==> src/rtl/i2c_target_responder.sv <==
// rtl/i2c_target_responder.sv - oversampled I2C target with address match, write capture and read return
//
// Ports:
//   clk, rst   system clock; asynchronous active-high reset
//   own_addr   7-bit target address, compared when the address byte completes
//   scl_in     bus SCL (asynchronous, synchronized here)
//   sda_in     bus SDA (asynchronous, synchronized here)
//   sda_out    open-drain SDA drive: 0 pulls low, 1 releases
//   data_snt   read data, byte0 in the top byte, latched when the read address matches
//   data_rcv   write data, byte0 in the top byte; unwritten bytes keep their value
//   rcv_valid  one-cycle pulse when a write of >=1 byte ends with STOP or Sr
//   rcv_count  number of bytes accepted by that write
//   busy       high from START until STOP

module i2c_target_responder #(
  parameter int  NUM_BYTES   = 3,
  parameter int  SYNC_STAGES = 2,
  localparam int DW          = 8 * NUM_BYTES,
  localparam int CNT_W       = $clog2(NUM_BYTES + 1)
) (
  input  logic             clk,
  input  logic             rst,
  input  logic [6:0]       own_addr,
  input  logic             scl_in,
  input  logic             sda_in,
  output logic             sda_out,
  input  logic [DW-1:0]    data_snt,
  output logic [DW-1:0]    data_rcv,
  output logic             rcv_valid,
  output logic [CNT_W-1:0] rcv_count,
  output logic             busy
);

  localparam logic [CNT_W-1:0] NB = CNT_W'(NUM_BYTES);

  typedef enum logic [2:0] {
    IDLE, ADDR, ADDR_ACK, WR_DATA, WR_ACK, RD_DATA, RD_ACK, WAIT_STOP
  } state_t;

  logic [SYNC_STAGES-1:0] scl_sync, sda_sync;
  logic                   scl_d, sda_d;
  logic                   s_scl, s_sda;
  logic                   scl_rise, scl_fall, start_det, stop_det;

  assign s_scl = scl_sync[SYNC_STAGES-1];
  assign s_sda = sda_sync[SYNC_STAGES-1];

  always_ff @(posedge clk or posedge rst) begin
    if (rst) begin
      scl_sync <= '1;
      sda_sync <= '1;
      scl_d    <= 1'b1;
      sda_d    <= 1'b1;
    end else begin
      scl_sync <= {scl_sync[SYNC_STAGES-2:0], scl_in};
      sda_sync <= {sda_sync[SYNC_STAGES-2:0], sda_in};
      scl_d    <= s_scl;
      sda_d    <= s_sda;
    end
  end

  assign scl_rise  = s_scl & ~scl_d;
  assign scl_fall  = ~s_scl & scl_d;
  // SCL must be high in both samples, so an SDA edge coinciding with an
  // SCL edge is an ordinary data change rather than START/STOP.
  assign start_det = ~s_sda & sda_d & s_scl & scl_d;
  assign stop_det  = s_sda & ~sda_d & s_scl & scl_d;

  state_t           state;
  logic [3:0]       bit_cnt;    // SCL rises seen in the current 9-clock frame
  logic [6:0]       shreg;
  logic             rw;
  logic             ack_ok;     // ACK verdict for the write byte just received
  logic             wr_xfer;    // current transfer is an addressed write
  logic [CNT_W-1:0] byte_cnt;
  logic [DW-1:0]    tx_buf;     // read bytes still to send, refilled with 0xFF
  logic [7:0]       rd_shreg;   // remaining bits of the byte being sent
  logic [7:0]       rx_byte;

  assign rx_byte = {shreg, s_sda};

  always_ff @(posedge clk or posedge rst) begin
    if (rst) begin
      state     <= IDLE;
      sda_out   <= 1'b1;
      data_rcv  <= '0;
      rcv_valid <= 1'b0;
      rcv_count <= '0;
      busy      <= 1'b0;
      bit_cnt   <= 4'd0;
      shreg     <= 7'd0;
      rw        <= 1'b0;
      ack_ok    <= 1'b0;
      wr_xfer   <= 1'b0;
      byte_cnt  <= '0;
      tx_buf    <= '0;
      rd_shreg  <= 8'hFF;
    end else begin
      rcv_valid <= 1'b0;
      if (state != IDLE && (stop_det || start_det)) begin
        if (wr_xfer && byte_cnt != '0) begin
          rcv_valid <= 1'b1;
          rcv_count <= byte_cnt;
        end
        sda_out  <= 1'b1;
        bit_cnt  <= 4'd0;
        byte_cnt <= '0;
        wr_xfer  <= 1'b0;
        if (stop_det) begin
          state <= IDLE;
          busy  <= 1'b0;
        end else begin
          state <= ADDR;
        end
      end else begin
        case (state)
          IDLE: begin
            if (start_det) begin
              state    <= ADDR;
              busy     <= 1'b1;
              bit_cnt  <= 4'd0;
              byte_cnt <= '0;
              wr_xfer  <= 1'b0;
            end
          end

          ADDR: begin
            if (scl_rise) begin
              shreg   <= rx_byte[6:0];
              bit_cnt <= bit_cnt + 4'd1;
              if (bit_cnt == 4'd7) begin
                if (shreg == own_addr) begin
                  state   <= ADDR_ACK;
                  rw      <= s_sda;
                  wr_xfer <= ~s_sda;
                  if (s_sda) tx_buf <= data_snt;
                end else begin
                  state <= WAIT_STOP;
                end
              end
            end
          end

          ADDR_ACK: begin
            if (scl_rise) begin
              bit_cnt <= 4'd9;
            end else if (scl_fall) begin
              if (bit_cnt == 4'd8) begin
                sda_out <= 1'b0;
              end else if (bit_cnt == 4'd9) begin
                bit_cnt <= 4'd0;
                if (rw) begin
                  state    <= RD_DATA;
                  sda_out  <= tx_buf[DW-1];
                  rd_shreg <= {tx_buf[DW-2 -: 7], 1'b1};
                  tx_buf   <= (tx_buf << 8) | {{(DW-8){1'b0}}, 8'hFF};
                end else begin
                  state   <= WR_DATA;
                  sda_out <= 1'b1;
                end
              end
            end
          end

          WR_DATA: begin
            if (scl_rise) begin
              shreg   <= rx_byte[6:0];
              bit_cnt <= bit_cnt + 4'd1;
              if (bit_cnt == 4'd7) begin
                state <= WR_ACK;
                if (byte_cnt < NB) begin
                  data_rcv[DW-1-8*int'(byte_cnt) -: 8] <= rx_byte;
                  byte_cnt <= byte_cnt + CNT_W'(1);
                  ack_ok   <= 1'b1;
                end else begin
                  ack_ok <= 1'b0;
                end
              end
            end
          end

          WR_ACK: begin
            if (scl_rise) begin
              bit_cnt <= 4'd9;
            end else if (scl_fall) begin
              if (bit_cnt == 4'd8) begin
                sda_out <= ~ack_ok;
              end else if (bit_cnt == 4'd9) begin
                sda_out <= 1'b1;
                bit_cnt <= 4'd0;
                state   <= ack_ok ? WR_DATA : WAIT_STOP;
              end
            end
          end

          RD_DATA: begin
            if (scl_rise) begin
              bit_cnt <= bit_cnt + 4'd1;
            end else if (scl_fall) begin
              if (bit_cnt == 4'd8) begin
                sda_out <= 1'b1;
                state   <= RD_ACK;
              end else begin
                sda_out  <= rd_shreg[7];
                rd_shreg <= {rd_shreg[6:0], 1'b1};
              end
            end
          end

          RD_ACK: begin
            if (scl_rise) begin
              if (s_sda) state <= WAIT_STOP;
              else       bit_cnt <= 4'd9;
            end else if (scl_fall && bit_cnt == 4'd9) begin
              state    <= RD_DATA;
              bit_cnt  <= 4'd0;
              sda_out  <= tx_buf[DW-1];
              rd_shreg <= {tx_buf[DW-2 -: 7], 1'b1};
              tx_buf   <= (tx_buf << 8) | {{(DW-8){1'b0}}, 8'hFF};
            end
          end

          WAIT_STOP: sda_out <= 1'b1;

          default: state <= IDLE;
        endcase
      end
    end
  end

endmodule

==> config.mk <==
export PLATFORM = sky130hd
export DESIGN_NAME = i2c_target_responder
export DESIGN_NICKNAME = d
export VERILOG_FILES = /design/src/rtl/i2c_target_responder.sv
export SDC_FILE = /design/constraint.sdc
export NUM_CORES = 1
export LEC_CHECK = 0
export CORE_AREA = 2 2 94 96
export CTS_CLUSTER_SIZE = 20
export DETAILED_ROUTE_END_ITERATION = 8
export DIE_AREA = 0 0 96 98
export GPL_ROUTABILITY_DRIVEN = 0
export PLACE_DENSITY_LB_ADDON = 0.25
export SYNTH_ARGS = -nofsm -noshare
export SYNTH_HDL_FRONTEND = slang
export SYNTH_SLANG_ARGS = --single-unit
==> constraint.sdc <==
create_clock -name clk -period 3.4 [get_ports clk]
set_input_delay 0.68 -clock clk [delete_from_list [all_inputs] [get_ports clk]]
set_output_delay 0.68 -clock clk [all_outputs]
set_load 0.01 [all_outputs]
# After elaboration in Yosys (flattened, before gate mapping)
# Cells that the tools add are included.
[op_classes]
add_sub_neg = 4
mul = 0
div_mod_pow = 0
order_cmp = 1
n_eq_ne = 55
n_shift = 2
mux = 95
n_bitwise = 14
reduce_logical = 32
[op_table]
columns = ["op", "count"]
rows = [
  ["two-way mux 24 bit", 11],
  ["two-way mux 8 bit", 10],
  ["case mux 24 bit (3 select lines)", 1],
  ["two-way mux 3 bit", 23],
  ["!= test 3 bit, second input constant", 20],
  ["two-way mux 4 bit", 10],
  ["negator 6 -> 33 bit", 1],
  ["variable shift 8 x 33 -> 31 bit, first input constant", 1],
  ["indexed part select 8 x 33 -> 31 bit", 1],
  ["!= test 2 bit, second input constant", 15],
  ["two-way mux 1 bit", 28],
  ["bitwise mux 24 bit", 1],
  ["!= test 4 bit, second input constant", 6],
  ["case mux 8 bit (3 select lines)", 1],
  ["case mux 3 bit (7 select lines)", 1],
  ["AND reduction 5 bit", 4],
  ["AND reduction 19 bit", 1],
  ["case mux 4 bit (4 select lines)", 1],
  ["nonzero test 3 bit", 5],
  ["AND reduction 13 bit", 1],
  ["== test 3 bit, second input constant", 4],
  ["AND reduction 12 bit", 1],
  ["AND reduction 11 bit", 1],
  ["two-way mux 2 bit", 5],
  ["29 further kinds", 50],
]
[totals]
ff_bits = 86
latchBits = 0
mem_bits_rw = 0
rom_bits = 0
inputBits = 35
out_inout_bits = 29
word_cells = 221
memories = 0

# Depth between registers and ports, before layout
# Gate-level depths: netlist of the first run.
[logic_depth]
ltp_word = 8
ltp_mapped = 8

# Least setup slack after synthesis of the first run
# OpenSTA, ideal clock, no wires.
[synth_timing]
kind = "reg-to-reg"
start = "register scl_sync[1]"
end = "register tx_buf[23]"
setup_time_ps = 128
arrival_time_ps = 2125
setup_slack_ps = 1147
stages_incl_launch_ff = 8
n_path_buf = 2
synth_period_minus_slack_ps = 2253
path_cell_list = "dfstp_2 buf_2 nand4b_4 and4bb_1 nand4_1 a211oi_4 buf_6 mux2_1"
[synth_between]
elab_chain_len = 6
word_cells_on_any_way = 17
classes_between = "eq/ne: 5; bitwise: 8; reduce/logical: 4"
[synth_rtl]
columns = ["element", "line", "rtl"]
rows = [
  ["start, declared", "40", "logic [SYNC_STAGES-1:0] scl_sync, sda_sync;"],
  ["start signal, assigned", "55", "scl_sync <= {scl_sync[SYNC_STAGES-2:0], scl_in};"],
  ["AND 1 bit (on tied branches) (2 in a row)", "67, 66", ""],
  ["logical OR 1 bit", "100", "if (state != IDLE && (stop_det || start_det)) begin"],
  ["logical AND 1 bit", "100", ""],
  ["NOT 1 bit (no source line)", "n/a", ""],
  ["AND reduction 13 bit (no source line) *", "n/a", ""],
  ["end signal, assigned", "136", "if (s_sda) tx_buf <= data_snt;"],
  ["end signal, assigned", "156", "tx_buf <= (tx_buf << 8) | {{(DW-8){1'b0}}, 8'hFF};"],
  ["end signal, assigned", "219", "tx_buf <= (tx_buf << 8) | {{(DW-8){1'b0}}, 8'hFF};"],
  ["end, declared", "76", "logic [DW-1:0] tx_buf;"],
]
# Every way passes the cells marked *; elsewhere a longest branch is shown, timed or not.
# A chain may end at the register's enable or synchronous reset.

# Final worst setup path of the first run
[layout_timing]
start = "register state[2]"
end = "register tx_buf[19]"
[layout_between]
elab_chain_len = 4
word_cells_on_any_way = 20
classes_between = "eq/ne: 14; mux: 1; bitwise: 1; reduce/logical: 4"
[layout_rtl]
columns = ["element", "line", "rtl"]
rows = [
  ["start, declared", "69", "state_t state;"],
  ["start signal, assigned", "191", "state <= ack_ok ? WR_DATA : WAIT_STOP;"],
  ["parallel branches: the longest is 4 deep, another holds AND reduction 13 bit", "n/a", ""],
]
# Parallel ways; which one is timed is not known.

==> impl_metrics.json, run 1 <==
{
  "finalNetCount": 551,
  "p_per_area_nw_per_um2": 709.3,
  "io_buffers": 63,
  "die_w_um": 96,
  "yosysTopAreaCell": "dfrtp_1",
  "r2r_setup_slack_ps": 710,
  "area_growth_pct": 19.42,
  "max_freq_mhz": 371.5,
  "nFillCells": 694,
  "root_buffer": "clkbuf_8",
  "synth.area.top_cells": "dfrtp_1, nand2_1, dfstp_2, mux2_2, o21ai_0",
  "status": "completed",
  "core_area_um2": 8466,
  "ir_worst_vdd_v": 0.0003398,
  "layout-drive-gt1-share_pct": 14.62,
  "worst_pin_slew_ps": 1010,
  "synthFlopType": "dfrtp_1",
  "fin_setup_tns_ps": 0,
  "die_h_um": 98,
  "grt_pass1_vias": 3350,
  "required_ps": 3620,
  "layout_min_cycle_time_ps": 2692,
  "ys_warn_count": 0,
  "cts_tree": "yes",
  "finish.utilization_pct": 63.35,
  "clk_latency_ps": 350,
  "grt_max_degree": 48,
  "crit_arrival_ps": 2920,
  "ys_async_sr_fraction_pct": 100.0,
  "max_slew_margin_pct": 32.55,
  "timing.rr.end": "tx_buf[19]",
  "drtAntennaViolNets": 0,
  "slew_viol_final": 0,
  "syn_nets": 494,
  "cts.reportedPaths.clkPinSlew_ps": 90,
  "leakagePower_nw": 2.267,
  "rr_startpoint": "state[2]",
  "holdWs_ps": 360.7,
  "min_period_over_period_pct": 79.18,
  "hold_viol": 0,
  "rsz0062_at_grt": "no",
  "mostFrequentLayoutCells": "nand2_1, dfrtp_1, clkdlybuf4s50_1",
  "cts_buffers": 9,
  "synth_seq_cells": 85,
  "wl_um": 9841,
  "skew_ps": 16.93,
  "antenna_found_initial": 0,
  "grt-ovfl-total": 0,
  "drc": 0,
  "maxCapViolCount": 0,
  "worst-path-max-fanout": 24,
  "hold_path_end": "sda_sync[1]",
  "dp_hpwl_um": 7073,
  "avgSynthCellArea_um2": 9.957,
  "viasPerCell": 5.604,
  "hold_path_class": "flip-flop to flip-flop",
  "ys_seq_area_share_pct": 47.76,
  "die_area_um2": 9408,
  "cts.sinks": 85,
  "start_util_pct": 53.04,
  "antenna_cells": 0,
  "holdCritStartpoint": "sda_sync[0]",
  "rows": 34,
  "vias": 3480,
  "crit_type": "flip-flop to flip-flop",
  "final_common_cell": "nand2_1",
  "io_pins": 64,
  "r2r_cells": 6,
  "htreeDepth": 3,
  "post_cts_buffers": 0,
  "cts.repair.resized": 0,
  "ctsLongestPathBuffers": 2,
  "cp-end-kind": "flip-flop",
  "grt_pass1_wl_um": 16220,
  "grt_usage_pct": 21.79,
  "drtIter0Drc": 178,
  "routedWlPerCell_um": 15.85,
  "hold_path_depth": 0,
  "syn_inst": 451,
  "synth_area_um2": 4491,
  "firstDrtPassIters": 4,
  "netlist.area_leader.share_pct": 39.57,
  "critPathLaunchType": "flip-flop",
  "synth-edff-count": 0,
  "synth_cell_types": 61,
  "ctsHoldBuffers": 0,
  "setup_viol": 0
}
[kinds of logic after synthesis]
kind of cell / Yosys count / synth area share (%)
simple gates: 170 / 18.17
compound gates: 89 / 13.04
flops: 85 / 47.76
mux: 49 / 12.62
buf+inv: 41 / 4.430
xor+xnor: 9 / 1.755
fa+ha+maj: 8 / 2.229
[critical path: stages, from the launching register on]
cell and delay, ps:
dfrtp_1 620, nor3b_1 410, and4bb_1 290, nand4_1 230, a211oi_4 290, buf_4 350
mux2_2 370
[cell usage after synthesis, types with 6 or more instances]
| cell type | n |
|---|---|
| nand2_1 | 100 |
| dfrtp_1 | 71 |
| o21ai_0 | 41 |
| mux2_2 | 21 |
| nor2_1 | 21 |
| inv_1 | 16 |
| dfstp_2 | 14 |
| clkbuf_1 | 12 |
| mux2_1 | 12 |
| o211ai_1 | 10 |
| mux2i_1 | 9 |
| ha_1 | 8 |
| mux2_4 | 7 |
| xor2_1 | 7 |
| a21oi_1 | 6 |
| buf_2 | 6 |
| nand2b_1 | 6 |
[how the worst max path moves through the flow]
stage / from / to / slack [ps] / cells after the start
floorplan: rst / ack_ok / 550 / 1
global placement: own_addr[2] / tx_buf[19] / 560 / 7
detailed placement: own_addr[2] / tx_buf[19] / 470 / 7
CTS: state[2] / tx_buf[19] / 730 / 6
global route: state[2] / tx_buf[21] / 630 / 6
finish: state[2] / tx_buf[19] / 710 / 6
[area by class of cell]
cell class	instances	area [um^2]	share of cell area (%)
sequential	85	2145	39.99
tap	108	135.1	2.520
timing repair buffer	70	695.7	12.97
multi-input combinational	325	2147	40.04
inverter	17	65.06	1.213
clock buffer	10	127.6	2.380
clock inverter	6	47.55	0.8866
[layer usage]
layer | track usage [%] | share of wire [%]
met5 | 0 | 0
met3 | 3.164 | 4.2
met4 | 8.242 | 2.2
met2 | 33.49 | 47
met1 | 31.20 | 46
[sequential cells by signal, summed over array words and instances (netlist names), 2 cells and up]
name and flops:
bit_cnt 4, scl_sync 2, sda_sync 2, shreg 7, data_rcv 24, byte_cnt 2
state 3, tx_buf 24, rd_shreg 7, rcv_count 2
[report_power, final]
part           total [mW]  leakage (nW)  internal, mW  switching, mW
registers            1.65          1.05          1.34          0.308
clock network       0.650        0.0877         0.274          0.376
logic                1.51          1.13         0.740          0.765
total                3.80          2.27          2.35           1.45
[through the flow]
stage / total power, mW / setup WS (ps) / std cells / area (um^2)
final: 3.804 / 707.9 / 621 / 5363
after global routing: 4.056 / 625.3 / 621 / 5363
after CTS: 3.809 / 729.9 / 621 / 5363
after detailed placement: 3.155 / 465.9 / 605 / 5187
after global placement: 3.077 / 559.3 / 605 / 5187
after floorplan: 2.776 / 549.7 / 451 / 4491
No activity file was read; power rests on OpenSTA's default activity.
==> run 2, diff against run 1 <==
clock period = 2.6 ns   (was 3.4 ns; I/O delays follow)
==> run 2 against run 1 <==
Effect of this change: combinational power up 41%; highest routed layer unchanged; largest power group is now combinational logic; critical path type unchanged; count of clock-buffer cells in the layout up 1; via count up 3.2%; register-to-register slack worse by 510 ps; cell count up 1.8%; clock skew down 1.9 ps; design area up 2.5%; clock power up 52%.
==> impl_metrics.json, run 2 (synthesized netlist as in run 1, its figures left out) <==
{
  "cts_tree": "yes",
  "htreeDepth": 3,
  "mostFrequentLayoutCells": "nand2_1, dfrtp_1, clkdlybuf4s50_1",
  "rows": 34,
  "critPathLaunchType": "flip-flop",
  "die_w_um": 96,
  "maxCapViolCount": 0,
  "area_growth_pct": 22.46,
  "cts.sinks": 85,
  "p_per_area_nw_per_um2": 943.9,
  "finalNetCount": 563,
  "fin_setup_tns_ps": 0,
  "max_freq_mhz": 416.3,
  "hold_path_class": "flip-flop to flip-flop",
  "grt_pass1_vias": 3650,
  "largestRegisters": "data_rcv: 24 flops, tx_buf: 24 flops",
  "die_h_um": 98,
  "ir_worst_vdd_v": 0.0004858,
  "min_period_over_period_pct": 92.38,
  "leakagePower_nw": 2.341,
  "drtIter0Drc": 213,
  "cp.buffers_inverters": 1,
  "cts.repair.resized": 0,
  "status": "completed",
  "max_slew_margin_pct": 55.05,
  "antenna_found_initial": 0,
  "setup_viol": 0,
  "routedWlPerCell_um": 16.23,
  "firstDrtPassIters": 4,
  "rsz0062_at_grt": "no",
  "cts.reportedPaths.clkPinSlew_ps": 80,
  "worst_pin_slew_ps": 665.7,
  "viasPerCell": 5.680,
  "antenna_cells": 0,
  "ctsLongestPathBuffers": 2,
  "hold_path_depth": 0,
  "slew_viol_final": 0,
  "worst-path-max-fanout": 21,
  "cts_buffers": 9,
  "final_common_cell": "nand2_1",
  "grt_pass1_wl_um": 17450,
  "drtAntennaViolNets": 0,
  "grt-ovfl-total": 0,
  "cp-end-kind": "flip-flop",
  "post_cts_buffers": 0,
  "die_area_um2": 9408,
  "grt_max_degree": 86,
  "start_util_pct": 53.04,
  "io_pins": 64,
  "final_cell_count_no_fill": 632,
  "drc": 0,
  "cp_num_cells": 6,
  "grt_usage_pct": 23.60,
  "r2r_cells": 6,
  "crit_type": "flip-flop to flip-flop",
  "dp_hpwl_um": 7237,
  "layout_min_cycle_time_ps": 2402,
  "layout-drive-gt1-share_pct": 16.60,
  "max_stage_delay_ps": 680,
  "crit_chain": "nand4b_4, and4bb_1, nand4_1, a211oi_4, buf_12, mux2_2",
  "clk_latency_ps": 360,
  "vias": 3590,
  "core_area_um2": 8466,
  "root_buffer": "clkbuf_8",
  "skew_ps": 15.08,
  "dp.cells": 617,
  "worst_path_max_delay_cell": "dfstp_2",
  "crit_family": "simple AND/OR/NAND/NOR gates",
  "wl_um": 10260,
  "total_power_mw": 5.190,
  "io_buffers": 63,
  "hold_viol": 0,
  "nFillCells": 680,
  "required_ps": 2840,
  "ctsHoldBuffers": 0,
  "crit_arrival_ps": 2640
}
[run 2: path summary, 6_finish.rpt]
path	startpoint	to	slack, ps
setup / recovery	scl_sync[1]	tx_buf[21]	200
hold / removal	scl_sync[0]	scl_sync[1]	360
hold reg to reg	scl_sync[0]	scl_sync[1]	360
max in group asynchronous	rst	rd_shreg[5]	1600
setup reg to reg	scl_sync[1]	tx_buf[21]	200
min in group asynchronous	rst	data_rcv[12]	640
[run 2: layout make-up]
cell class	count	area, um^2	area share (%)
Tap cell	108	135.1	2.457
Multi-Input combinational cell	325	2147	39.04
Sequential cell	85	2145	39.00
Clock inverter	4	55.05	1.001
Inverter	17	67.56	1.229
Clock buffer	11	151.4	2.753
Timing Repair Buffer	82	798.3	14.52
[run 2: power by group]
part           total [mW]  internal, mW  switching, mW
registers            2.08          1.75          0.324
clock network       0.986         0.497          0.489
logic                2.13          1.04           1.09
[run 2: through the flow]
| step | util [%] | hold WS [ps] | worst slack, ps | cell area (um^2) |
|---|---|---|---|---|
| after CTS | 64.96 | 358.7 | 193.8 | 5499 |
| final | 64.96 | 361.9 | 198.0 | 5499 |
| after detailed placement | 62.52 | 354.8 | 20.00 | 5293 |
| after global placement | 62.52 | 346.4 | 45.74 | 5293 |
| after floorplan | - | 345.2 | 347.1 | 4494 |
| after global routing | 64.96 | 361.2 | 69.60 | 5499 |
[run 2: worst register-to-register path, cell delays in order, from the launching register on]
cell and delay [ps]:
dfstp_2 680, nand4b_4 160, and4bb_1 360, nand4_1 210, a211oi_4 330, buf_12 210
mux2_2 350
[run 2: routing by layer]
layer / track usage (%) / up-vias / part of all wire [%]
met5: 0 / - / 0
met4: 7.143 / 0 / 1.6
met3: 3.472 / 18 / 3.7
met2: 38.03 / 87 / 49
li1: - / 1702 / -
met1: 32.89 / 1783 / 45
==> run 3, diff against run 2 <==
PLACE_DENSITY = 0.79   (was default)
PLACE_DENSITY_LB_ADDON = default   (was 0.25)
==> run 3 against run 2 <==
Effect of this change: sequential share of layout area rose by 0.23 points; combinational power shrank 2%; cell count did not move; die area is the same; first-iteration DRC count fell by 16%; register-to-register slack better by 30 ps; critical endpoint is now tx_buf[19]; largest cell class unchanged; largest power group is now registers.
==> impl_metrics.json, run 3 (synthesized netlist as in run 1, its figures left out) <==
{
  "post_cts_buffers": 0,
  "firstDrtPassIters": 4,
  "min_period_over_period_pct": 91.29,
  "antenna_cells": 0,
  "dp_hpwl_um": 7024,
  "setup_viol": 0,
  "start_util_pct": 53.04,
  "worst-path-max-fanout": 21,
  "grt_pass1_vias": 3422,
  "drtAntennaViolNets": 0,
  "rr_startpoint": "scl_sync[1]",
  "area_growth_pct": 21.73,
  "drc": 0,
  "root_buffer": "clkbuf_8",
  "mostFrequentLayoutCells": "nand2_1, dfrtp_1, clkdlybuf4s50_1",
  "htreeDepth": 3,
  "grt_pass1_wl_um": 16730,
  "rows": 34,
  "die_h_um": 98,
  "cts_tree": "yes",
  "rsz0062_at_grt": "no",
  "wl_um": 10070,
  "skew_ps": 11.63,
  "ctsHoldBuffers": 0,
  "crit_arrival_ps": 2610,
  "core_area_um2": 8466,
  "nFillCells": 669,
  "hold_viol": 0,
  "die_w_um": 96,
  "viasPerCell": 5.608,
  "ir_worst_vdd_v": 0.0003958,
  "vias": 3544,
  "total_power_mw": 5.053,
  "largestRegisters": "data_rcv: 24 flops, tx_buf: 24 flops",
  "routedWlPerCell_um": 15.93,
  "drtIter0Drc": 178,
  "critPathLaunchType": "flip-flop",
  "place_ws_ps": -29.23,
  "layout-drive-gt1-share_pct": 16.60,
  "finalNetCount": 562,
  "required_ps": 2830,
  "slew_viol_final": 0,
  "maxCapViolCount": 0,
  "worst_pin_slew_ps": 667.6,
  "cts.reportedPaths.clkPinSlew_ps": 80,
  "final_common_cell": "nand2_1",
  "cts.repair.resized": 0,
  "holdCritStartpoint": "scl_sync[0]",
  "leakagePower_nw": 2.326,
  "crit_type": "flip-flop to flip-flop",
  "cp-end-kind": "flip-flop",
  "max_slew_margin_pct": 54.93,
  "grt-ovfl-total": 0,
  "status": "completed",
  "clk_latency_ps": 350,
  "antenna_found_initial": 0,
  "grt_max_degree": 86,
  "hold_path_end": "scl_sync[1]",
  "cts_buffers": 9,
  "hold_path_class": "flip-flop to flip-flop",
  "ctsLongestPathBuffers": 2,
  "io_pins": 64,
  "hold_path_depth": 0,
  "max_freq_mhz": 421.3,
  "fin_ws_ps": 226.4,
  "r2r_setup_slack_ps": 230,
  "timing.rr.end": "tx_buf[19]",
  "p_per_area_nw_per_um2": 924.4,
  "grt_usage_pct": 22.51,
  "die_area_um2": 9408,
  "layout_min_cycle_time_ps": 2374,
  "r2r_cells": 6,
  "io_buffers": 63,
  "cts.sinks": 85
}
run 3: cell types whose count changed in the layout (fill, tap and decap cells not counted):
cell       delta
clkinv_2      +2
buf_4         -1
bufinv_16     -1
clkbuf_8      -1
inv_6         +1
run 3: how the worst max path moves through the flow:
stage                           start    endpoint  slack, ps  cells after the start
final                     scl_sync[1]  tx_buf[19]        230                      6
after global routing      scl_sync[1]  tx_buf[19]        120                      6
after CTS                 scl_sync[1]  tx_buf[21]        230                      6
after detailed placement  own_addr[2]  tx_buf[21]        -30                      7
after global placement    own_addr[2]  tx_buf[19]         60                      7
after floorplan           scl_sync[1]  tx_buf[23]        350                      7
run 3: per-stage QoR:
step | hold slack [ps] | setup TNS (ps) | utilization [%] | area [um^2] | std cells
floorplan | 345.2 | 0 | - | 4494 | 451
global placement | 346.1 | 0 | 62.43 | 5285 | 616
detailed placement | 348.7 | -205.6 | 62.43 | 5285 | 616
CTS | 360.4 | 0 | 64.57 | 5466 | 632
global route | 367.1 | 0 | 64.57 | 5466 | 632
finish | 360.3 | 0 | 64.57 | 5466 | 632
run 3: final cells by class:
type,instances,area [um^2],area share (%)
tap,108,135.1,2.472
inverter,17,67.56,1.236
multi-input combinational,325,2147,39.28
timing repair buffer,81,790.8,14.47
clock buffer,10,137.6,2.518
clock inverter,6,43.79,0.8011
sequential,85,2145,39.23
run 3: worst max-delay path: stages (launching register included):
cell,delay (ps)
dfstp_2,670
nand4b_4,170
and4bb_1,340
nand4_1,190
a211oi_4,330
buf_12,210
mux2_2,340
run 3: where the power goes:
part | total (mW) | internal [mW] | switching, mW
combinational | 2.09 | 1.02 | 1.07
sequential | 2.09 | 1.75 | 0.339
clock | 0.872 | 0.379 | 0.494
total | 5.05 | 3.15 | 1.90
run 3: metal layers:
| layer | routed length [um] | GRT usage (%) | vias to the layer above |
|---|---|---|---|
| met5 | 0 | 0 | - |
| met4 | 156 | 7.033 | 0 |
| met3 | 481 | 3.935 | 14 |
| met2 | 4788 | 33.49 | 117 |
| met1 | 4641 | 33.59 | 1711 |
| li1 | - | - | 1702 |
